File: src/rtl/mem_port_arbiter.sv
// Two-port (instruction/data) arbiter onto a single-outstanding memory port.
// Optional macro ARB_ALT_PRIORITY_EN: alternate grants on ties instead of data-first.
module mem_port_arbiter #(
    parameter int ADDR_W = 32,
    parameter int DATA_W = 32
) (
    input  logic                clk,
    input  logic                reset,
    input  logic                inst_read,
    input  logic [ADDR_W-1:0]   inst_addr,
    output logic                inst_resp,
    output logic [DATA_W-1:0]   inst_rdata,
    input  logic                data_read,
    input  logic                data_write,
    input  logic [DATA_W/8-1:0] data_mbe,
    input  logic [ADDR_W-1:0]   data_addr,
    input  logic [DATA_W-1:0]   data_wdata,
    output logic                data_resp,
    output logic [DATA_W-1:0]   data_rdata,
    output logic                mem_read,
    output logic                mem_write,
    output logic [ADDR_W-1:0]   mem_addr,
    output logic [DATA_W/8-1:0] mem_mbe,
    output logic [DATA_W-1:0]   mem_wdata,
    input  logic                mem_resp,
    input  logic [DATA_W-1:0]   mem_rdata
);

    typedef enum logic [1:0] {IDLE, INST, DATA, DONE} state_t;

    state_t r_state;
    logic   w_pend_data;
    logic   w_grant_data;

    assign w_pend_data = data_read | data_write;

`ifdef ARB_ALT_PRIORITY_EN
    // 1 = data port won the most recent grant; resets to "instruction".
    logic r_last_data;

    assign w_grant_data = w_pend_data & (~inst_read | ~r_last_data);

    always_ff @(posedge clk or posedge reset) begin
        if (reset)
            r_last_data <= 1'b0;
        else if (r_state == IDLE && (w_pend_data || inst_read))
            r_last_data <= w_grant_data;
    end
`else
    assign w_grant_data = w_pend_data;
`endif

    always_ff @(posedge clk or posedge reset) begin
        if (reset) begin
            r_state    <= IDLE;
            mem_read   <= 1'b0;
            mem_write  <= 1'b0;
            mem_addr   <= '0;
            mem_mbe    <= '0;
            mem_wdata  <= '0;
            inst_resp  <= 1'b0;
            data_resp  <= 1'b0;
            inst_rdata <= '0;
            data_rdata <= '0;
        end else begin
            inst_resp <= 1'b0;
            data_resp <= 1'b0;
            case (r_state)
                IDLE: begin
                    // Everything the memory sees is latched here, so the
                    // requester may change its inputs while in flight.
                    if (w_grant_data) begin
                        r_state   <= DATA;
                        mem_addr  <= data_addr;
                        mem_mbe   <= data_mbe;
                        mem_wdata <= data_wdata;
                        mem_write <= data_write;
                        mem_read  <= ~data_write;
                    end else if (inst_read) begin
                        r_state   <= INST;
                        mem_addr  <= inst_addr;
                        mem_mbe   <= '1;
                        mem_wdata <= '0;
                        mem_write <= 1'b0;
                        mem_read  <= 1'b1;
                    end
                end
                INST, DATA: begin
                    if (mem_resp) begin
                        r_state   <= DONE;
                        mem_read  <= 1'b0;
                        mem_write <= 1'b0;
                        if (r_state == INST) begin
                            inst_rdata <= mem_rdata;
                            inst_resp  <= 1'b1;
                        end else begin
                            data_rdata <= mem_rdata;
                            data_resp  <= 1'b1;
                        end
                    end
                end
                DONE:    r_state <= IDLE;
                default: r_state <= IDLE;
            endcase
        end
    end

endmodule
File: config.mk
export PLATFORM = sky130hd
export DESIGN_NAME = mem_port_arbiter
export DESIGN_NICKNAME = d
export VERILOG_FILES = /design/src/rtl/mem_port_arbiter.sv
export SDC_FILE = /design/constraint.sdc
export NUM_CORES = 1
export LEC_CHECK = 0
export CAP_MARGIN = 20
export CORE_MARGIN = 1
export CORE_UTILIZATION = 35
export CTS_CLUSTER_SIZE = 16
export DETAILED_ROUTE_END_ITERATION = 7
export PLACE_DENSITY = 0.77
export SLEW_MARGIN = 20
export SYNTH_ARGS = -nofsm -noshare
export SYNTH_HDL_FRONTEND = slang
export SYNTH_SLANG_ARGS = --single-unit
File: constraint.sdc
create_clock -name clk -period 5.1 [get_ports clk]
set_input_delay 0.51 -clock clk [delete_from_list [all_inputs] [get_ports clk]]
set_output_delay 0.51 -clock clk [all_outputs]
set_load 0.05 [all_outputs]
## After elaboration in Yosys (flattened, before gate mapping)

Index checks and enable logic that the tools add are counted.

- Equality and inequality tests: 5
- Muxes and demuxes: 23
- Bitwise operators: 3
- Reductions and logical operators: 9

Operators with widths:

| cell | count |
|---|---|
| $mux 32 | 4 |
| $mux 1 | 11 |
| $reduce_and 3->1 | 3 |
| $mux 4 | 2 |
| $mux 2 | 3 |
| $pmux 2 s3 | 1 |
| $eq 2x2->1 const B | 2 |
| $pmux 1 s2 | 2 |
| $reduce_and 2->1 | 2 |
| $reduce_bool 2->1 | 2 |
| $ne 3x3->1 const B | 1 |
| $eq 2x1->1 const B | 1 |
| $logic_not 2->1 | 1 |
| $ne 2x2->1 const B | 1 |
| $not 1->1 | 2 |
| $reduce_or 2->1 | 1 |
| $or 1x1->1 | 1 |

- Flip-flop bits (word level): 138
- Input port bits: 138
- Output and inout bits: 136
- Word-level logic and storage cells: 50

## Depth between registers and ports, before layout

Gate-level depths: netlist of run 1.

- Depth after elaboration: 4
- Depth in mapped cells: 8

## Worst setup path after synthesis of run 1

Ideal clock, no wire load.

- Path type: register to register
- Start point: reg r_state[0]
- End point: reg data_rdata[10]
- Data arrival time: 1603 ps
- Required time: 4975 ps
- Setup slack: 3372 ps
- Cell stages (with the launch flop): 8
- Buffers on the path: 2
- Clock period less this slack: 1728 ps
- Path through: dfrtp_1 -> inv_1 -> ha_1 -> nand2_1 -> or2_1 -> buf_6 -> buf_12 -> mux2_4

- Longest elaborated chain between the ends: 3
- Elaborated cells between the ends (all ways): 5
- Those cells by class: 2 x eq/ne; 1 x bitwise; 2 x reduce/logical

Ends and longest elaborated chain:

| item | RTL line | source |
|---|---|---|
| start, declared | 31 | `state_t r_state;` |
| start signal, assigned | 55 | `r_state <= IDLE;` |
| start signal, assigned | 73 | `r_state <= DATA;` |
| start signal, assigned | 80 | `r_state <= INST;` |
| $eq 2x1->1 or $eq 2x2->1 (tied branches) | 68, 93 |  |
| $reduce_or 2->1 or $not 1->1 (tied branches) | - |  |
| $reduce_and 3->1 (no line) (*) | - |  |
| end signal, assigned | 97 | `data_rdata <= mem_rdata;` |
| end, declared | 19 | `output logic [DATA_W-1:0] data_rdata,` |

Every way passes the cells marked *; elsewhere a longest branch is shown, timed or not.
A chain may end at the register's enable or synchronous reset.

## Worst setup path in the final report of run 1

- Start point: in data_write
- End point: reg mem_wdata[9]

- Longest elaborated chain between the ends: 3
- Elaborated cells between the ends (all ways): 4
- Those cells by class: 1 x mux; 1 x bitwise; 2 x reduce/logical

Ends and longest elaborated chain:

| item | RTL line | source |
|---|---|---|
| start, declared | 14 | `input logic data_write,` |
| $or 1x1->1 (*) | 35 | `assign w_pend_data = data_read \| data_write;` |
| $reduce_bool 2->1 (no line) | - |  |
| $reduce_and 2->1 (no line) | - |  |
| end signal, assigned | 76 | `mem_wdata <= data_wdata;` |
| end, declared | 24 | `output logic [DATA_W-1:0] mem_wdata,` |

Marks and branches as above.

==> summary.txt, run 1 <==
Diode count: 0
Routed len/inst: 16.6 um
Num rows: 45
CTS hold repair buffers: 0
Final HPWL DP: 10.7 mm
Worst EP required: 5450 ps
H-tree depth: 4
First-pass GRT wire length: 22.6 mm
Mapped Avg Cell Area: 14.4 um^2
Critical Path Fanout Max: 37
Mapped Cells: 391
Int Pwr: 3.99 mW
CTS tree: done
Die width: 129 um
Sw Share: 46.9%
Net Sw Power: 3.52 mW
Drt total wl: 14.7 mm
Critical path class: in -> reg
Reg-to-Reg Start: r_state[0]$_DFFE_PP0P_
Final setup fails: 0
Die height: 129 um
Global-route usage over all layers: 17.9%
Sequential share of the synthesized area: 61.5%
Clock sinks: 138
Cell Area, Synth: 5610 um^2
Crit Reg-Reg Endpoint: data_rdata[29]$_DFFE_PP0P_
RSZ-0062 raised after global routing: false
Most used routing layer in global routing: met2
Hold Crit Class: reg -> reg
Cell variety after synth: 29
Grt met3 use: 7.90%
Post-route cell area: 9060 um^2
Fmax: 0.448 GHz
Number of synthesized flops with an enable pin: 0
Initial drt markers: 113
Tot Pwr: 7.51 mW
R2r setup slk: 2980 ps
Synth warnings: 0
Final Max Slew Viols: 0
Ports: 274
Core area: 15,400 um^2
Hold Path Sink: mem_addr[29]$_DFFE_PP0P_
Area growth, synth to finish: 61.4%
DRT Pass-1 Iters: 6
Worst Hold Slack: 479 ps
Die area: 16,600 um^2
Slew margin rel.: 37.5%
Asr flop ratio synth: 100%
# DRC: 0
Pwr Density: 829 nW/um^2
Most used DFF post-synth: dfrtp_1
FF-to-FF path depth: 6
Share of layout cells above drive strength 1: 16.1%
Yosys reg bits: 138
Post-synth net total: 531
Initial antenna violation count: 0
Largest net degree at the start of global routing: 108
Crit end category: flop
Final ANT Viol Nets: 0
Peak supply drop: 0.000514 V
Register clock-pin slew on the reported worst setup and hold paths: 70 ps
Worst-Margin Slew: 938 ps
Worst-Skew Late Latency: 410 ps
Num CTS Buffers: 17
Max Cap Viol: 0
Crit path DAT: 2580 ps
Depth of the worst hold-timing path: 2
Commonest non-fill, non-tap cell in the layout: clkdlybuf4s50_1
Clock power share: 16.3%
Area after DPL: 8470 um^2
Clock skew: 7.33 ps
Final hold vios: 0
TNS Setup: 0 ps
Tmin final: 2230 ps
GRT met2 Usage: 30.7%
Lkg Pwr: 3.93 nW
Combinational Power Share: 57.7%
Outcome: completed
Vias: 4,160
Seq pwr share: 25.9%
Buffers on Ports: 273
Post-Route Utilization: 58.8%
CTS max path bufs: 2
Fin nets: 803
# resized after CTS: 0
Vias in the first global route: 4,457
Met1 usage: 19.6%
GR Overflow Total: 0
Period utilisation layout: 43.8%
Most frequent cells in the layout: clkdlybuf4s50_1, dfrtp_1, mux2_2
Setup bufs post-CTS: 0
Vias per cell: 4.69
Min-Delay Startpoint: mem_addr[29]$_DFFE_PP0P_
Starting Density: 36.4%
Root buffer cell: clkbuf_16
CP Launch Type: primary input
GPL Wtd Cong: 0.774
-- logic make-up after synthesis --
| kind of cell | Yosys count | synth area share [%] |
|---|---|---|
| flops | 138 | 61.5 |
| fa+ha+maj | 2 | 0.446 |
| compound gates | 79 | 10.0 |
| buf+inv | 33 | 3.99 |
| simple gates | 40 | 2.99 |
| mux | 99 | 21.1 |
-- power by group through the flow --
stage	clock, mW	sequential, mW	combinational [mW]
global route	1.31	2.01	4.53
finish	1.23	1.95	4.34
CTS	1.26	1.95	4.37
detailed placement	0	1.95	4.37
floorplan	0	3.78	1.13
global placement	0	1.93	4.28
-- area by class of cell --
type                            count  area, um^2
Clock buffer                       17         425
Clock inverter                     15         165
Fill cell                        1245        6360
Inverter                            7        31.3
Multi-Input combinational cell    220        1940
Sequential cell                   138        3450
Tap cell                          211         264
Timing Repair Buffer              279        2790
-- cells in the mapped netlist, drive strengths merged, types with 2 or more instances --
master / count / area (um^2)
dfrtp: 138 / 3450
mux2: 66 / 852
o21ai: 35 / 175
nand2: 34 / 128
mux2i: 33 / 330
a22o: 32 / 280
buf: 23 / 186
inv: 7 / 26.3
o22a: 4 / 35.0
clkbuf: 3 / 11.3
a21oi: 2 / 10.0
ha: 2 / 25.0
nor2: 2 / 15.0
-- sequential cells by signal, summed over array words and instances (netlist names) --
register and flops:
data_rdata 32, data_resp 1, inst_rdata 32, inst_resp 1, mem_addr 32, mem_mbe 4, mem_read 1, mem_wdata 32
mem_write 1, r_state 2
-- stage by stage --
stage	setup slack [ps]	instances
2_1_floorplan	894	391
3_3_place_gp	2240	854
3_5_place_dp	2460	855
4_1_cts	2900	887
5_1_grt	2790	887
6_report	2870	887
-- critical path, stage by stage --
cell and delay [ps]:
clkdlybuf4s50_1 640, nor2_4 60, buf_4 310, nor2b_2 630
buf_8 250, a22o_1 160
-- routing by layer --
metal | routed length [um] | vias to the layer above
li1 | - | 1931
met1 | 5690 | 2004
met3 | 1490 | 17
met2 | 7280 | 208
met4 | 231 | 0
met5 | 0 | -
-- worst max-delay path by stage --
stage | start | to | slack (ps) | depth (start not counted)
2_1_floorplan | reset | data_rdata[0]$_DFFE_PP0P_ | 890 | 1
3_3_place_gp | data_write | r_state[1]$_DFFE_PP0P_ | 2240 | 5
3_5_place_dp | data_write | mem_wdata[5]$_DFFE_PP0P_ | 2460 | 6
4_1_cts | data_write | mem_wdata[9]$_DFFE_PP0P_ | 2900 | 6
5_1_grt | data_write | mem_wdata[5]$_DFFE_PP0P_ | 2790 | 6
6_report | data_write | mem_wdata[9]$_DFFE_PP0P_ | 2870 | 6
Note: power is estimated with default switching activity, not from simulation.
==> inputs of run 2 (changes only) <==
Clock period 5.1 ns to 2.1 ns, I/O delays scaled along.
==> run 2 against run 1 <==
- combinational power up 140%
- worst setup slack worse by 2700 ps
- flip-flop and latch count unchanged
- design area up 0.84%
- cell count unchanged
- die area unchanged
- hold slack worse by 210 ps
- via count down 0.34%
- critical path type is now reg -> reg
- largest power group unchanged
- highest routed layer unchanged
==> summary.txt, run 2 (synthesized netlist as in run 1, its figures left out) <==
Outcome: completed
Worst EP required: 2390 ps
Post-Route Utilization: 59.2%
TNS Setup: 0 ps
Root buffer cell: clkbuf_16
Slew margin rel.: 62.6%
Initial antenna violation count: 0
Buffers on Ports: 273
Final Max Slew Viols: 0
First-pass GRT wire length: 22.5 mm
Drt total wl: 14.3 mm
Vias in the first global route: 4,294
Period utilisation layout: 91.3%
Setup bufs post-CTS: 0
Crit path DAT: 2200 ps
Final ANT Viol Nets: 0
GR Overflow Total: 0
Critical Path Fanout Max: 33
Hold Crit Class: in -> async
Final hold vios: 0
Fin cells: 887
CTS hold repair buffers: 0
Initial drt markers: 126
Tot Pwr: 18.2 mW
Slowest Stage Delay on Critical Path: 400 ps
Die area: 16,600 um^2
Die height: 129 um
Fmax: 0.521 GHz
Crit Reg-Reg Endpoint: data_rdata[27]$_DFFE_PP0P_
Diode count: 0
Commonest non-fill, non-tap cell in the layout: clkdlybuf4s50_1
Clock skew: 13.1 ps
Global-route usage over all layers: 17.7%
FF-to-FF path depth: 6
Worst-Margin Slew: 560 ps
Slowest CP cell: dfrtp_1
Share of layout cells above drive strength 1: 15.8%
Fin nets: 804
Area after DPL: 8560 um^2
DRT Pass-1 Iters: 4
Crit-path cells: inv_1 -> ha_1 -> nand2_1 -> or2_2 -> buf_12 -> mux2_4
Reg-to-Reg Start: r_state[0]$_DFFE_PP0P_
Worst Hold Slack: 266 ps
Register clock-pin slew on the reported worst setup and hold paths: 60 ps
CTS max path bufs: 2
Final setup margin: 182 ps
Clock sinks: 138
Vias per cell: 4.67
Final HPWL DP: 10.4 mm
Num CTS Buffers: 17
Critical path class: reg -> reg
Largest net degree at the start of global routing: 97
Final setup fails: 0
Num rows: 45
R2r setup slk: 180 ps
Core area: 15,400 um^2
Lkg Pwr: 3.95 nW
Die width: 129 um
Pwr Density: 1990 nW/um^2
Tmin final: 1920 ps
# DRC: 0
Placed cell count: 856
CP Launch Type: flop
CTS tree: done
Area growth, synth to finish: 62.8%
Peak supply drop: 0.000939 V
H-tree depth: 4
DP Worst Slack: 215 ps
Routed len/inst: 16.2 um
# resized after CTS: 0
Most frequent cells in the layout: clkdlybuf4s50_1, dfrtp_1, mux2_2
GPL Wtd Cong: 0.806
Worst-Skew Late Latency: 410 ps
Fillers: 1,208
Starting Density: 36.4%
Max Cap Viol: 0
RSZ-0062 raised after global routing: false
Ports: 274
Vias: 4,146
Post-route cell area: 9140 um^2
Crit end category: flop
run 2: cell count changes in the layout (fill, tap and decap cells not counted), sizes merged:
cell / change
inv: -7
clkbuf: +4
clkinvlp: +3
buf: +1
clkinv: -1
run 2: worst max path at each step:
stage	cells after the start	end	start	slack, ps
final	6	data_rdata[27]$_DFFE_PP0P_	r_state[0]$_DFFE_PP0P_	180
after global routing	6	data_rdata[27]$_DFFE_PP0P_	r_state[0]$_DFFE_PP0P_	150
after global placement	5	data_rdata[12]$_DFFE_PP0P_	mem_resp	290
after floorplan	1	data_rdata[0]$_DFFE_PP0P_	reset	170
after CTS	6	data_rdata[27]$_DFFE_PP0P_	r_state[0]$_DFFE_PP0P_	210
after detailed placement	6	data_rdata[12]$_DFFE_PP0P_	r_state[0]$_DFFE_PP0P_	210
run 2: final cells by class:
type                    instances  area (um^2)  area share (%)
flip-flops and latches        138         3450            37.8
repair buffers                280         2870            31.4
multi-input cells             220         1940            21.2
clock buffers                  21          460            5.04
well taps                     211          264            2.89
clock inverters                10          120            1.31
inverters                       7         30.0           0.329
run 2: report_power, final:
group          internal (mW)  switching [mW]  leakage [nW]
sequential              4.00           0.750          1.67
clock                   1.80            1.10         0.267
combinational           4.00            6.54          2.01
total                   9.80            8.39          3.95
run 2: metal layers:
metal	track usage, %	vias to the layer above	share of wire (%)
met3	7.82	16	10
met2	29.0	209	47
met5	0	-	0
met1	20.9	1989	42
met4	5.67	0	1.3
li1	-	1932	-
run 2: critical path, delay by kind of cell (launching register included):
kind                     cells  cell delay (ps)
flip-flops                   1              400
adder cells (fa/ha/maj)      1              390
AND/OR/NAND/NOR              2              390
multiplexers                 1              330
buffers and inverters        2              260
